## src/rtl/fmul36_pkg.sv

```systemverilog
// Shared number-format definitions for the 36-bit float multiplier interface.
package fmul36_pkg;

    localparam int WIDTH    = 36;
    localparam int SIGN_BIT = 35;
    localparam int EXP_MSB  = 34;
    localparam int EXP_LSB  = 24;
    localparam int EXP_W    = EXP_MSB - EXP_LSB + 1;
    localparam int FRAC_W   = 24;
    localparam int EXP_BIAS = 1023;
    localparam logic [EXP_W-1:0] EXP_MAX = 11'h7ff;

    // Field view of one 36-bit value: {sign, exponent, fraction}.
    typedef struct packed {
        logic              sign;
        logic [EXP_W-1:0]  expo;
        logic [FRAC_W-1:0] frac;
    } fmul36_t;

    // Result classification, ordered {nan, inf, zero}.
    typedef struct packed {
        logic nan;
        logic inf;
        logic zero;
    } fmul36_flags_t;

    // Exponent-driven classification; subnormals count as zero.
    function automatic fmul36_flags_t f_classify(input fmul36_t v);
        fmul36_flags_t f;
        f.zero = (v.expo == '0);
        f.inf  = (v.expo == EXP_MAX) && (v.frac == '0);
        f.nan  = (v.expo == EXP_MAX) && (v.frac != '0);
        return f;
    endfunction

endpackage

```

## src/rtl/fmul36_result_fifo.sv

```systemverilog
// Synchronous result FIFO with occupancy count; head data reads as zero when empty.
module fmul36_result_fifo
    import fmul36_pkg::*;
#(
    parameter int P_DEPTH   = 4,
    parameter int P_DEPTH_N = 2
) (
    input  logic                 clk,
    input  logic                 rst,
    input  logic                 clr,
    input  logic                 push,
    input  logic                 pop,
    input  logic [WIDTH-1:0]     din,
    output logic [WIDTH-1:0]     dout,
    output logic [P_DEPTH_N:0]   count,
    output logic                 full,
    output logic                 empty
);

    logic [WIDTH-1:0]     mem [P_DEPTH];
    logic [P_DEPTH_N-1:0] wr_ptr;
    logic [P_DEPTH_N-1:0] rd_ptr;
    logic                 do_push;
    logic                 do_pop;

    assign full    = (count == (P_DEPTH_N+1)'(P_DEPTH));
    assign empty   = (count == '0);
    assign do_push = push & ~full;
    assign do_pop  = pop & ~empty;
    assign dout    = empty ? '0 : mem[rd_ptr];

    // Storage array; no reset needed because the head is masked while empty.
    always_ff @(posedge clk) begin
        if (do_push) mem[wr_ptr] <= din;
    end

    // Pointers wrap naturally at the power-of-two depth; count tracks occupancy.
    always_ff @(posedge clk or posedge rst) begin
        if (rst) begin
            wr_ptr <= '0;
            rd_ptr <= '0;
            count  <= '0;
        end else if (clr) begin
            wr_ptr <= '0;
            rd_ptr <= '0;
            count  <= '0;
        end else begin
            if (do_push) wr_ptr <= wr_ptr + 1'b1;
            if (do_pop)  rd_ptr <= rd_ptr + 1'b1;
            case ({do_push, do_pop})
                2'b10:   count <= count + 1'b1;
                2'b01:   count <= count - 1'b1;
                default: count <= count;
            endcase
        end
    end

endmodule

```

## src/rtl/fmul36_issue_ctrl.sv

```systemverilog
// Issue controller: one-entry operand register, credit-limited issue to the
// multiplier, result FIFO with classification, sticky unexpected-result flag.
// Handshake: on every port a transfer happens at a rising edge where the
// request/valid is 1 and the matching busy is 0.
module fmul36_issue_ctrl
    import fmul36_pkg::*;
#(
    parameter int P_DEPTH   = 4,
    parameter int P_DEPTH_N = 2
) (
    input  logic             iCLOCK,
    input  logic             iRESET,
    input  logic             iRESET_SYNC,
    input  logic             iOP_REQ,
    output logic             oOP_BUSY,
    input  logic [WIDTH-1:0] iOP_A,
    input  logic [WIDTH-1:0] iOP_B,
    output logic             oMUL_REQ,
    input  logic             iMUL_BUSY,
    output logic [WIDTH-1:0] oMUL_A,
    output logic [WIDTH-1:0] oMUL_B,
    input  logic             iMUL_VALID,
    output logic             oMUL_BUSY,
    input  logic [WIDTH-1:0] iMUL_DATA,
    output logic             oRES_VALID,
    input  logic             iRES_BUSY,
    output logic [WIDTH-1:0] oRES_DATA,
    output logic [2:0]       oRES_FLAGS,
    output logic             oERR_UNEXPECTED
);

    localparam int CNT_W = P_DEPTH_N + 1;
    localparam logic [CNT_W:0] DEPTH_LIM = (CNT_W+1)'(P_DEPTH);

    logic              op_valid;
    logic [WIDTH-1:0]  op_a;
    logic [WIDTH-1:0]  op_b;
    logic [CNT_W-1:0]  outstanding;
    logic [CNT_W-1:0]  fifo_count;
    logic              fifo_full;
    logic              fifo_empty;
    logic [CNT_W:0]    occupancy;
    logic              credit_ok;
    logic              op_fire;
    logic              issue_fire;
    logic              res_fire;
    logic              capture;
    logic              unexpected;
    logic              pop;
    logic              err;

    // Credit covers both results still in the multiplier and results queued,
    // so the FIFO can always absorb every result that is owed.
    assign occupancy  = {1'b0, outstanding} + {1'b0, fifo_count};
    assign credit_ok  = (occupancy < DEPTH_LIM);

    assign oMUL_REQ   = op_valid & credit_ok;
    assign issue_fire = oMUL_REQ & ~iMUL_BUSY;
    assign oOP_BUSY   = op_valid & ~issue_fire;
    assign op_fire    = iOP_REQ & ~oOP_BUSY;
    assign oMUL_A     = op_a;
    assign oMUL_B     = op_b;

    assign oMUL_BUSY  = fifo_full;
    assign res_fire   = iMUL_VALID & ~oMUL_BUSY;
    assign capture    = res_fire & (outstanding != '0);
    assign unexpected = res_fire & (outstanding == '0);

    assign oRES_VALID = ~fifo_empty;
    assign pop        = oRES_VALID & ~iRES_BUSY;
    assign oERR_UNEXPECTED = err;
    assign oRES_FLAGS = f_classify(oRES_DATA);

    // Operand register: refill allowed in the same cycle the held pair issues.
    always_ff @(posedge iCLOCK or posedge iRESET) begin
        if (iRESET) begin
            op_valid <= 1'b0;
            op_a     <= '0;
            op_b     <= '0;
        end else if (iRESET_SYNC) begin
            op_valid <= 1'b0;
            op_a     <= '0;
            op_b     <= '0;
        end else if (op_fire) begin
            op_valid <= 1'b1;
            op_a     <= iOP_A;
            op_b     <= iOP_B;
        end else if (issue_fire) begin
            op_valid <= 1'b0;
        end
    end

    // In-flight counter: +1 per issue, -1 per accepted result.
    always_ff @(posedge iCLOCK or posedge iRESET) begin
        if (iRESET) begin
            outstanding <= '0;
        end else if (iRESET_SYNC) begin
            outstanding <= '0;
        end else begin
            case ({issue_fire, capture})
                2'b10:   outstanding <= outstanding + 1'b1;
                2'b01:   outstanding <= outstanding - 1'b1;
                default: outstanding <= outstanding;
            endcase
        end
    end

    // Sticky flag for results the controller never asked for; data is dropped.
    always_ff @(posedge iCLOCK or posedge iRESET) begin
        if (iRESET)           err <= 1'b0;
        else if (iRESET_SYNC) err <= 1'b0;
        else if (unexpected)  err <= 1'b1;
    end

    fmul36_result_fifo #(
        .P_DEPTH   (P_DEPTH),
        .P_DEPTH_N (P_DEPTH_N)
    ) u_fifo (
        .clk   (iCLOCK),
        .rst   (iRESET),
        .clr   (iRESET_SYNC),
        .push  (capture),
        .pop   (pop),
        .din   (iMUL_DATA),
        .dout  (oRES_DATA),
        .count (fifo_count),
        .full  (fifo_full),
        .empty (fifo_empty)
    );

endmodule

```

## config.mk

```make
export PLATFORM = sky130hd
export DESIGN_NAME = fmul36_issue_ctrl
export DESIGN_NICKNAME = d
export VERILOG_FILES = /design/src/rtl/fmul36_pkg.sv /design/src/rtl/fmul36_result_fifo.sv /design/src/rtl/fmul36_issue_ctrl.sv
export SDC_FILE = /design/constraint.sdc
export NUM_CORES = 1
export LEC_CHECK = 0
export CAP_MARGIN = 20
export CORE_ASPECT_RATIO = 1.25
export CORE_MARGIN = 5
export CORE_UTILIZATION = 50
export DETAILED_ROUTE_END_ITERATION = 10
export PLACE_DENSITY = 0.88
export SLEW_MARGIN = 5
export SYNTH_ARGS = -nofsm -noshare
export SYNTH_HDL_FRONTEND = slang
export SYNTH_SLANG_ARGS = --single-unit
```

## constraint.sdc

```tcl
create_clock -name iCLOCK -period 5.6 [get_ports iCLOCK]
set_input_delay 1.68 -clock iCLOCK [delete_from_list [all_inputs] [get_ports iCLOCK]]
set_output_delay 1.68 -clock iCLOCK [all_outputs]
set_load 0.1 [all_outputs]
```

# Word level (Yosys, flattened, before mapping)
# Memory sizes are Yosys's and may differ from the RTL's.
# Cells that the tools add are included.
# word_totals
ff_bits	84
mem_bits_rw	144
input_bits	115
output_inout_bits	116
word_cells	74
mem_count	1
# classes
add_sub_neg	7
order_cmp	1
n_eq_ne	6
muxes	20
n_bitwise	16
n_reduce_logical	15
# mem_list
memory	words	width	rd	rd_clocked_by_memory_dff	write_ports	line_no	rtl
u_fifo.mem	4	36	1	0	1	fmul36_result_fifo.sv:20	logic [WIDTH-1:0] mem [P_DEPTH];
# op_table
cell	n
two-way mux 36 bit	5
zero test 24 bit	1
nonzero test 24 bit	1
one-hot mux 3 bit (2 select lines)	2
nonzero test 3 bit	4
== test 11 bit (second input constant)	1
zero test 11 bit	1
AND 1 bit	10
two-way mux 2 bit	4
nonzero test 2 bit	4
two-way mux 1 bit	7
adder 3 x 1 -> 3 bit (second input constant)	2
zero test 3 bit	2
two-way mux 3 bit	2
inverter 1 bit	6
subtractor 3 x 1 -> 3 bit (second input constant)	2
adder 2 x 1 -> 2 bit (second input constant)	2
adder 3 x 3 -> 4 bit	1
== test 2 x 1 -> 1 bit (second input constant)	2
== test 2 bit (second input constant)	2
< comparator 4 x 3 -> 1 bit (second input constant)	1
== test 3 bit (second input constant)	1
logical AND 1 bit	2

# Depth between registers and ports, before layout
# Gate-level depths: netlist (run 1).
# depth
ltp_word	10
mapped_depth	10
depth_no_buf	10

# By module
# Synthesis (run 1) repeated with hierarchy kept, for this count alone.
# hier_totals
cells_unflattened	511
hier_area_um2	9024.9
# by_module_without_submodules
module	n_inst	cells_each	area_each_um2	seq_area_each_um2
fmul36_result_fifo	1	290	5973.2	4499.3
fmul36_issue_ctrl	1	221	3051.7	1926.8

# Worst setup path after synthesis (run 1)
# Ideal clock, no wire load.
# synth_timing
path_kind	register -> output
start	register u_fifo.rd_ptr[0]
end	output port oRES_FLAGS[0]
arrival_ps	5280
t_required_ps	3920
setup_slack_ps	-1360
stages_incl_launch_ff	7
n_path_buf	1
path_cell_list	dfrtp_1 buf_2 mux4_2 and2_1 nand3b_1 nor4b_1 nor4b_1
# synth_via
elab_chain_len	3
# synth_rtl
element	line_no	rtl
start, declared	fmul36_result_fifo.sv:22	logic [P_DEPTH_N-1:0] rd_ptr;
start signal, assigned	fmul36_result_fifo.sv:49	if (do_pop) rd_ptr <= rd_ptr + 1'b1;
memory (4 x 36 bit)	n/a	
two-way mux 36 bit	fmul36_result_fifo.sv:30	assign dout = empty ? '0 : mem[rd_ptr];
net oRES_DATA[30]	fmul36_issue_ctrl.sv:27	output logic [WIDTH-1:0] oRES_DATA,
zero test 11 bit	fmul36_pkg.sv:30	f.zero = (v.expo == '0);
end, declared	fmul36_issue_ctrl.sv:28	output logic [2:0] oRES_FLAGS,
# The timed path passes the listed nets, and every way through them passes these cells.

# Final worst setup path (run 1)
# layout_timing
start	register u_fifo.rd_ptr[0]
end	output port oRES_FLAGS[1]
# layout_via
elab_chain_len	4
elab_cells_between_ends	5
classes_between	eq/ne: 1; mux: 1; reduce/logical: 2; memory: 1
# layout_rtl
element	line_no	rtl
memory (4 x 36 bit) (*)	n/a	
two-way mux 36 bit (*)	fmul36_result_fifo.sv:30	
zero test 24 bit or == test 11 bit (tied branches)	fmul36_pkg.sv:31	f.inf = (v.expo == EXP_MAX) && (v.frac == '0);
logical AND 1 bit (*)	fmul36_pkg.sv:31	
# Every way passes the cells marked *; elsewhere a longest branch is shown, timed or not.

==> impl_metrics.json, run 1 <==
{
  "grt_pass1_wl_um": 34600,
  "required_ns": 3.92,
  "ys_seq_elements": 228,
  "setup_viol_count_final": 0,
  "vias_per_cell": 5.59,
  "grt_pass1_vias": 6117,
  "synthAdderAreaFrac_pct": 1.30,
  "hold_buffers": 0,
  "synthToLayoutAreaGrowth_pct": 35.4,
  "nNetsFinal": 849,
  "drt_iter0_markers": 280,
  "final_cells": 966,
  "die_height_um": 159,
  "muxShareOfSynthArea_pct": 9.59,
  "maxSlewHeadroom_pct": 26.6,
  "fmax_ghz": 0.191,
  "clock_sinks": 228,
  "groute.usage.overall_pct": 21.9,
  "cts_setup_buffers": 0,
  "cts_buffers": 22,
  "synth_top_family_by_area": "multiplexers",
  "netlist_area_um2": 8870,
  "place_congestion": 0.812,
  "initial_core_util_pct": 50.9,
  "clock_latency_ns": 0.49,
  "cts_tree": "built",
  "final-max-slew-violation-count": 0,
  "place_area_um2": 11300,
  "netlist.area_leader.share_pct": 48.7,
  "syn_nets": 613,
  "num_vias": 5397,
  "end_kind": "output pin",
  "tightestPinTransition_ns": 1.10,
  "ir_drop_uv": 383,
  "ioPinCount": 231,
  "rsz0062_at_grt": "false",
  "crit_type": "reg2out",
  "avgSynthCellArea_um2": 18.1,
  "cap_violations": 0,
  "final-hold-violation-count": 0,
  "status": "finished, final reports clean",
  "dp_hpwl_um": 15700,
  "hold_class": "reg2reg",
  "yosysTopAreaCell": "edfxtp_1",
  "fin_crit_sh_pct": 93.4,
  "final_area_um2": 12000,
  "cellLeakagePower_nw": 4.57,
  "ys_warn_count": 0,
  "synth-xor-area-share_pct": 0.691,
  "synth_compound_area_share_pct": 7.51,
  "synth_area_leaders": "edfxtp_1 49%, dfrtp_1 24%, mux4_2 9.1%, a22o_1 7.1%, and2_1 2.8%",
  "clk_path_buf_depth": 3,
  "fillCellCount": 1091,
  "die_w_um": 129,
  "worstSetupStartpointType": "flip-flop",
  "wl_per_cell_um": 23.1,
  "syn_inst": 490,
  "yosys.area_share.simple_pct": 6.16,
  "io_buffer_count": 230,
  "cts.repair.resized": 0,
  "reg2reg_depth": 8,
  "routed_wl_um": 22300,
  "grt_max_degree": 73,
  "antennaDiodeCount": 0,
  "final_antenna_net_count": 0,
  "globalRoute.totalOverflow": 0,
  "synth_seq_area_share_pct": 72.4,
  "rows": 54,
  "dpl.cell_count": 926,
  "dieArea_um2": 20500,
  "hold_depth": 1,
  "synth_cell_types": 37,
  "cp.arrival_ns": 3.55,
  "antenna_found_initial": 0,
  "htree_levels": 1,
  "tns_ns": 0,
  "path_clk_slew_ns": 0.06,
  "powerDensity_nw_per_um2": 585,
  "crit_path_max_fanout": 23,
  "drive_gt1_share_pct": 17.4,
  "cts_root_buf": "clkbuf_16",
  "drc_errors": 0,
  "skew_ns": 0.00684,
  "dr.pass1.iters": 4,
  "core_um2": 17400,
  "period_minus_slack_ns": 5.23
}
-- synthesized netlist by cell type --
library cell  instances
a21o_1                1
a21oi_1               3
a22o_1               72
and2_1               40
and3_1                1
buf_1                 2
buf_2                 4
buf_4                 1
buf_6                 8
clkbuf_1             14
dfrtp_1              84
edfxtp_1            144
fa_1                  2
ha_1                  6
inv_1                 7
inv_2                 1
mux2i_1               4
mux4_2               36
nand2_1               4
nand2b_1              1
nand3_1               2
nand3b_1              2
nand4_1               3
nor2_1               16
nor2b_1               3
nor3_1                4
nor3_2                1
nor3b_1               2
nor3b_2               1
nor4_1                8
nor4b_1               2
o21ai_0               1
o31a_1                1
or4_1                 1
or4b_4                1
xnor2_1               3
xor2_1                4
-- power breakdown --
group | switching (W) | total (W) | leakage (nW) | internal [W]
logic | 0.00253 | 0.00341 | 1.79 | 0.000881
clock network | 0.000602 | 0.00147 | 0.350 | 0.000871
registers | 0.000133 | 0.00214 | 2.43 | 0.00201
-- cell families after synthesis --
kind of cell	count (synthesis)
AO/OA/AOI/OAI	78
flip-flops	228
AND/OR/NAND/NOR	92
buffers and inverters	37
multiplexers	40
XOR/XNOR	7
adder cells (fa/ha/maj)	8
-- worst max-delay path: stages (launching register included) --
cell and delay [ns]:
dfrtp_2 0.71, buf_4 0.49, mux4_2 0.57, nor4_1 0.44, nand4_1 0.21, nor2_1 0.19, and2_1 0.15, buf_4 0.29
-- stage by stage --
step           worst slack [ns]  total power, W  hold WS, ns  util, %
2_1_floorplan            0.0601         0.00481        0.533        -
6_report                  0.371         0.00702        0.505     68.9
4_1_cts                   0.230         0.00709        0.511     68.9
3_5_place_dp              0.789         0.00560        0.491     64.8
5_1_grt                   0.108         0.00730        0.517     68.9
3_3_place_gp              0.956         0.00553        0.487     64.8
-- cells in the final DEF, fill, tap and decap left out, types with 2 or more instances in the layout --
master / instances
nor2b_1: 3
nor2_1: 16
mux4_2: 36
nand3_1: 2
bufinv_16: 2
xor2_1: 4
and2_1: 40
mux2i_1: 4
buf_4: 51
xnor2_1: 3
nand2_1: 4
clkbuf_1: 4
clkinv_2: 4
edfxtp_1: 144
nand3b_1: 2
clkinv_1: 2
clkbuf_8: 2
ha_1: 6
nor3_1: 4
nand4_1: 3
nor4_1: 8
nor3b_1: 2
clkbuf_16: 23
fa_1: 2
a22o_1: 72
dfrtp_1: 83
inv_1: 6
a21oi_1: 2
clkinvlp_4: 2
clkdlybuf4s50_1: 190
-- layout make-up --
cell class                 instances  area [um2]  area share (%)
tap                              224         280            2.33
timing repair buffer             241        2280            19.0
sequential                       228        6430            53.5
multi-input combinational        225        2260            18.8
clock buffer                      29         618            5.14
inverter                           8        31.3           0.260
clock inverter                    11         111           0.927
-- registers in the layout, summed over array words and instances (netlist names) --
name / count
u_fifo.mem: 144
oMUL_A: 36
u_fifo.wr_ptr: 2
oERR_UNEXPECTED: 1
outstanding: 3
u_fifo.count: 3
op_valid: 1
oMUL_B: 36
u_fifo.rd_ptr: 2
-- routing by layer --
metal / share of wire [%] / track usage, % / wire [um]
met5: 0 / 0 / 0
met3: 8.9 / 5.44 / 1990
met4: 3.3 / 7.98 / 728
met1: 37 / 27.1 / 8160
met2: 51 / 37.2 / 11400
-- path summary, 6_finish.rpt --
path	from	end	slack (ns)
setup / recovery	u_fifo.rd_ptr[0]$_DFFE_PP0P_	oRES_FLAGS[1]	0.37
hold / removal	oMUL_A[16]$_DFFE_PP0P_	oMUL_A[16]$_DFFE_PP0P_	0.51
setup reg to reg	outstanding[2]$_DFFE_PP0P_	oMUL_A[21]$_DFFE_PP0P_	2.59
hold reg to reg	oMUL_A[16]$_DFFE_PP0P_	oMUL_A[16]$_DFFE_PP0P_	0.51
max in group asynchronous	iRESET	oMUL_B[33]$_DFFE_PP0P_	3.00
min in group asynchronous	iRESET	oMUL_A[6]$_DFFE_PP0P_	1.62
Note: power is estimated with default switching activity, not from simulation.
==> inputs of run 2 (changes only) <==
DONT_BUFFER_PORTS = 1   (was not set)
PLACE_DENSITY = not set   (was 0.88)
SKIP_CTS_REPAIR_TIMING = 1   (was not set)
==> impl_metrics.json, run 2 (same netlist as run 1, synthesis figures left out) <==
{
  "groute.usage.overall_pct": 17.8,
  "maxSlewHeadroom_pct": 29.3,
  "hold_class": "reg2reg",
  "clock_sinks": 228,
  "antenna_found_initial": 0,
  "crit_chain": "mux4_2 > nor4_1 > nand4_1 > nor2_1 > and2_1 > buf_4",
  "crit_path_max_fanout": 19,
  "tns_ns": 0,
  "met3_usage_pct": 6.34,
  "cts_root_buf": "clkbuf_16",
  "skew_ns": 0.0125,
  "num_vias": 4421,
  "crit_type": "reg2out",
  "ioPinCount": 231,
  "slowest_delay_ns": 0.94,
  "final_cell_mix": "144 x edfxtp_1, 83 x dfrtp_1, 72 x a22o_1, 36 x mux4_2, 36 x and2_1",
  "largest_reg_flops": 144,
  "final_antenna_net_count": 0,
  "cap_violations": 0,
  "setup_viol_count_final": 0,
  "tightestPinTransition_ns": 1.06,
  "hp-start": "u_fifo.count[2]$_DFFE_PP0P_",
  "required_ns": 3.92,
  "wl_per_cell_um": 24.7,
  "core_um2": 17400,
  "clock_latency_ns": 0.50,
  "cp.arrival_ns": 3.24,
  "mostFrequentLayoutCell": "edfxtp_1",
  "vias_per_cell": 5.93,
  "period_minus_slack_ns": 4.92,
  "routed_wl_um": 18400,
  "path_clk_slew_ns": 0.06,
  "use_met2_pct": 30.4,
  "dr.pass1.iters": 4,
  "initial_core_util_pct": 50.9,
  "post-route-util_pct": 57.1,
  "rows": 54,
  "htree_levels": 1,
  "die_w_um": 129,
  "drive_gt1_share_pct": 20.7,
  "drt_iter0_markers": 248,
  "final-hold-violation-count": 0,
  "use_met1_pct": 21.0,
  "place_congestion": 0.750,
  "dp_hpwl_um": 12500,
  "cts_buffers": 23,
  "grt_pass1_vias": 4853,
  "grt_max_degree": 73,
  "synthToLayoutAreaGrowth_pct": 12.2,
  "antennaDiodeCount": 0,
  "nNetsFinal": 628,
  "reg2reg_from": "u_fifo.count[2]$_DFFE_PP0P_",
  "end_kind": "output pin",
  "cts_tree": "built",
  "final-max-slew-violation-count": 0,
  "clk_path_buf_depth": 3,
  "crit_path_top_delay_cell": "dfrtp_1",
  "worstSetupStartpointType": "flip-flop",
  "die_height_um": 159,
  "status": "finished, final reports clean",
  "startpoint": "u_fifo.rd_ptr[1]$_DFFE_PP0P_",
  "regMostFlops": "u_fifo.mem",
  "globalRoute.totalOverflow": 0,
  "dieArea_um2": 20500,
  "grt_pass1_wl_um": 28100,
  "io_buffer_count": 0,
  "rsz0062_at_grt": "false",
  "drc_errors": 0,
  "fin_crit_sh_pct": 87.8,
  "top_usage_layer": "met2",
  "fmax_ghz": 0.203
}
run 2: stage by stage:
step           hold WS [ns]  setup slack [ns]  instances  instance area (um2)
5_1_grt               0.638             0.402        745                 9950
3_3_place_gp          0.555              1.08        704                 9220
3_5_place_dp          0.597              1.10        704                 9220
2_1_floorplan         0.533            0.0601        490                 8880
4_1_cts               0.606             0.560        745                 9950
6_report              0.608             0.681        745                 9950
run 2: worst max-delay path: cells and delay by family, from the launching register on:
| family | cells | cell delay (ns) |
|---|---|---|
| and+or+nand+nor | 4 | 1.07 |
| DFF | 1 | 0.94 |
| muxes | 1 | 0.43 |
| buffers and inverters | 1 | 0.28 |
run 2: worst paths after layout:
| check | to | slack (ns) | depth (start not counted) |
|---|---|---|---|
| worst max register to register | oMUL_B[2]$_DFFE_PP0P_ | 2.46 | 8 |
| max in group asynchronous | oMUL_B[23]$_DFFE_PP0P_ | 3.49 | 2 |
| worst min register to register | u_fifo.count[2]$_DFFE_PP0P_ | 0.61 | 2 |
| worst min-delay path | u_fifo.count[2]$_DFFE_PP0P_ | 0.61 | 2 |
| worst max-delay path | oRES_FLAGS[1] | 0.68 | 6 |
| min in group asynchronous | oMUL_A[18]$_DFFE_PP0P_ | 1.14 | 1 |
run 2: layout make-up:
type                            instances  area [um2]
Fill cell                            1350        7480
Sequential cell                       228        6430
Multi-Input combinational cell        225        2290
Clock buffer                           35         704
Tap cell                              224         280
Timing Repair Buffer                   19         188
Clock inverter                          6        35.0
Inverter                                8        31.3
run 2: layer usage:
| metal | wire, um | part of all wire (%) |
|---|---|---|
| met1 | 6600 | 36 |
| met4 | 363 | 2.0 |
| met5 | 0 | 0 |
| met3 | 1830 | 10 |
| met2 | 9620 | 52 |
Power of run 2 is not shown: default switching activity piles up to over one toggle a cycle in this logic, so the estimate is an artifact.
==> inputs of run 3 (changes only) <==
CAP_MARGIN = not set   (was 20)
==> results of run 3 <==
Final layout, timing and power as in run 2 (identical DEF).
Power of run 3 is left out for the same reason.
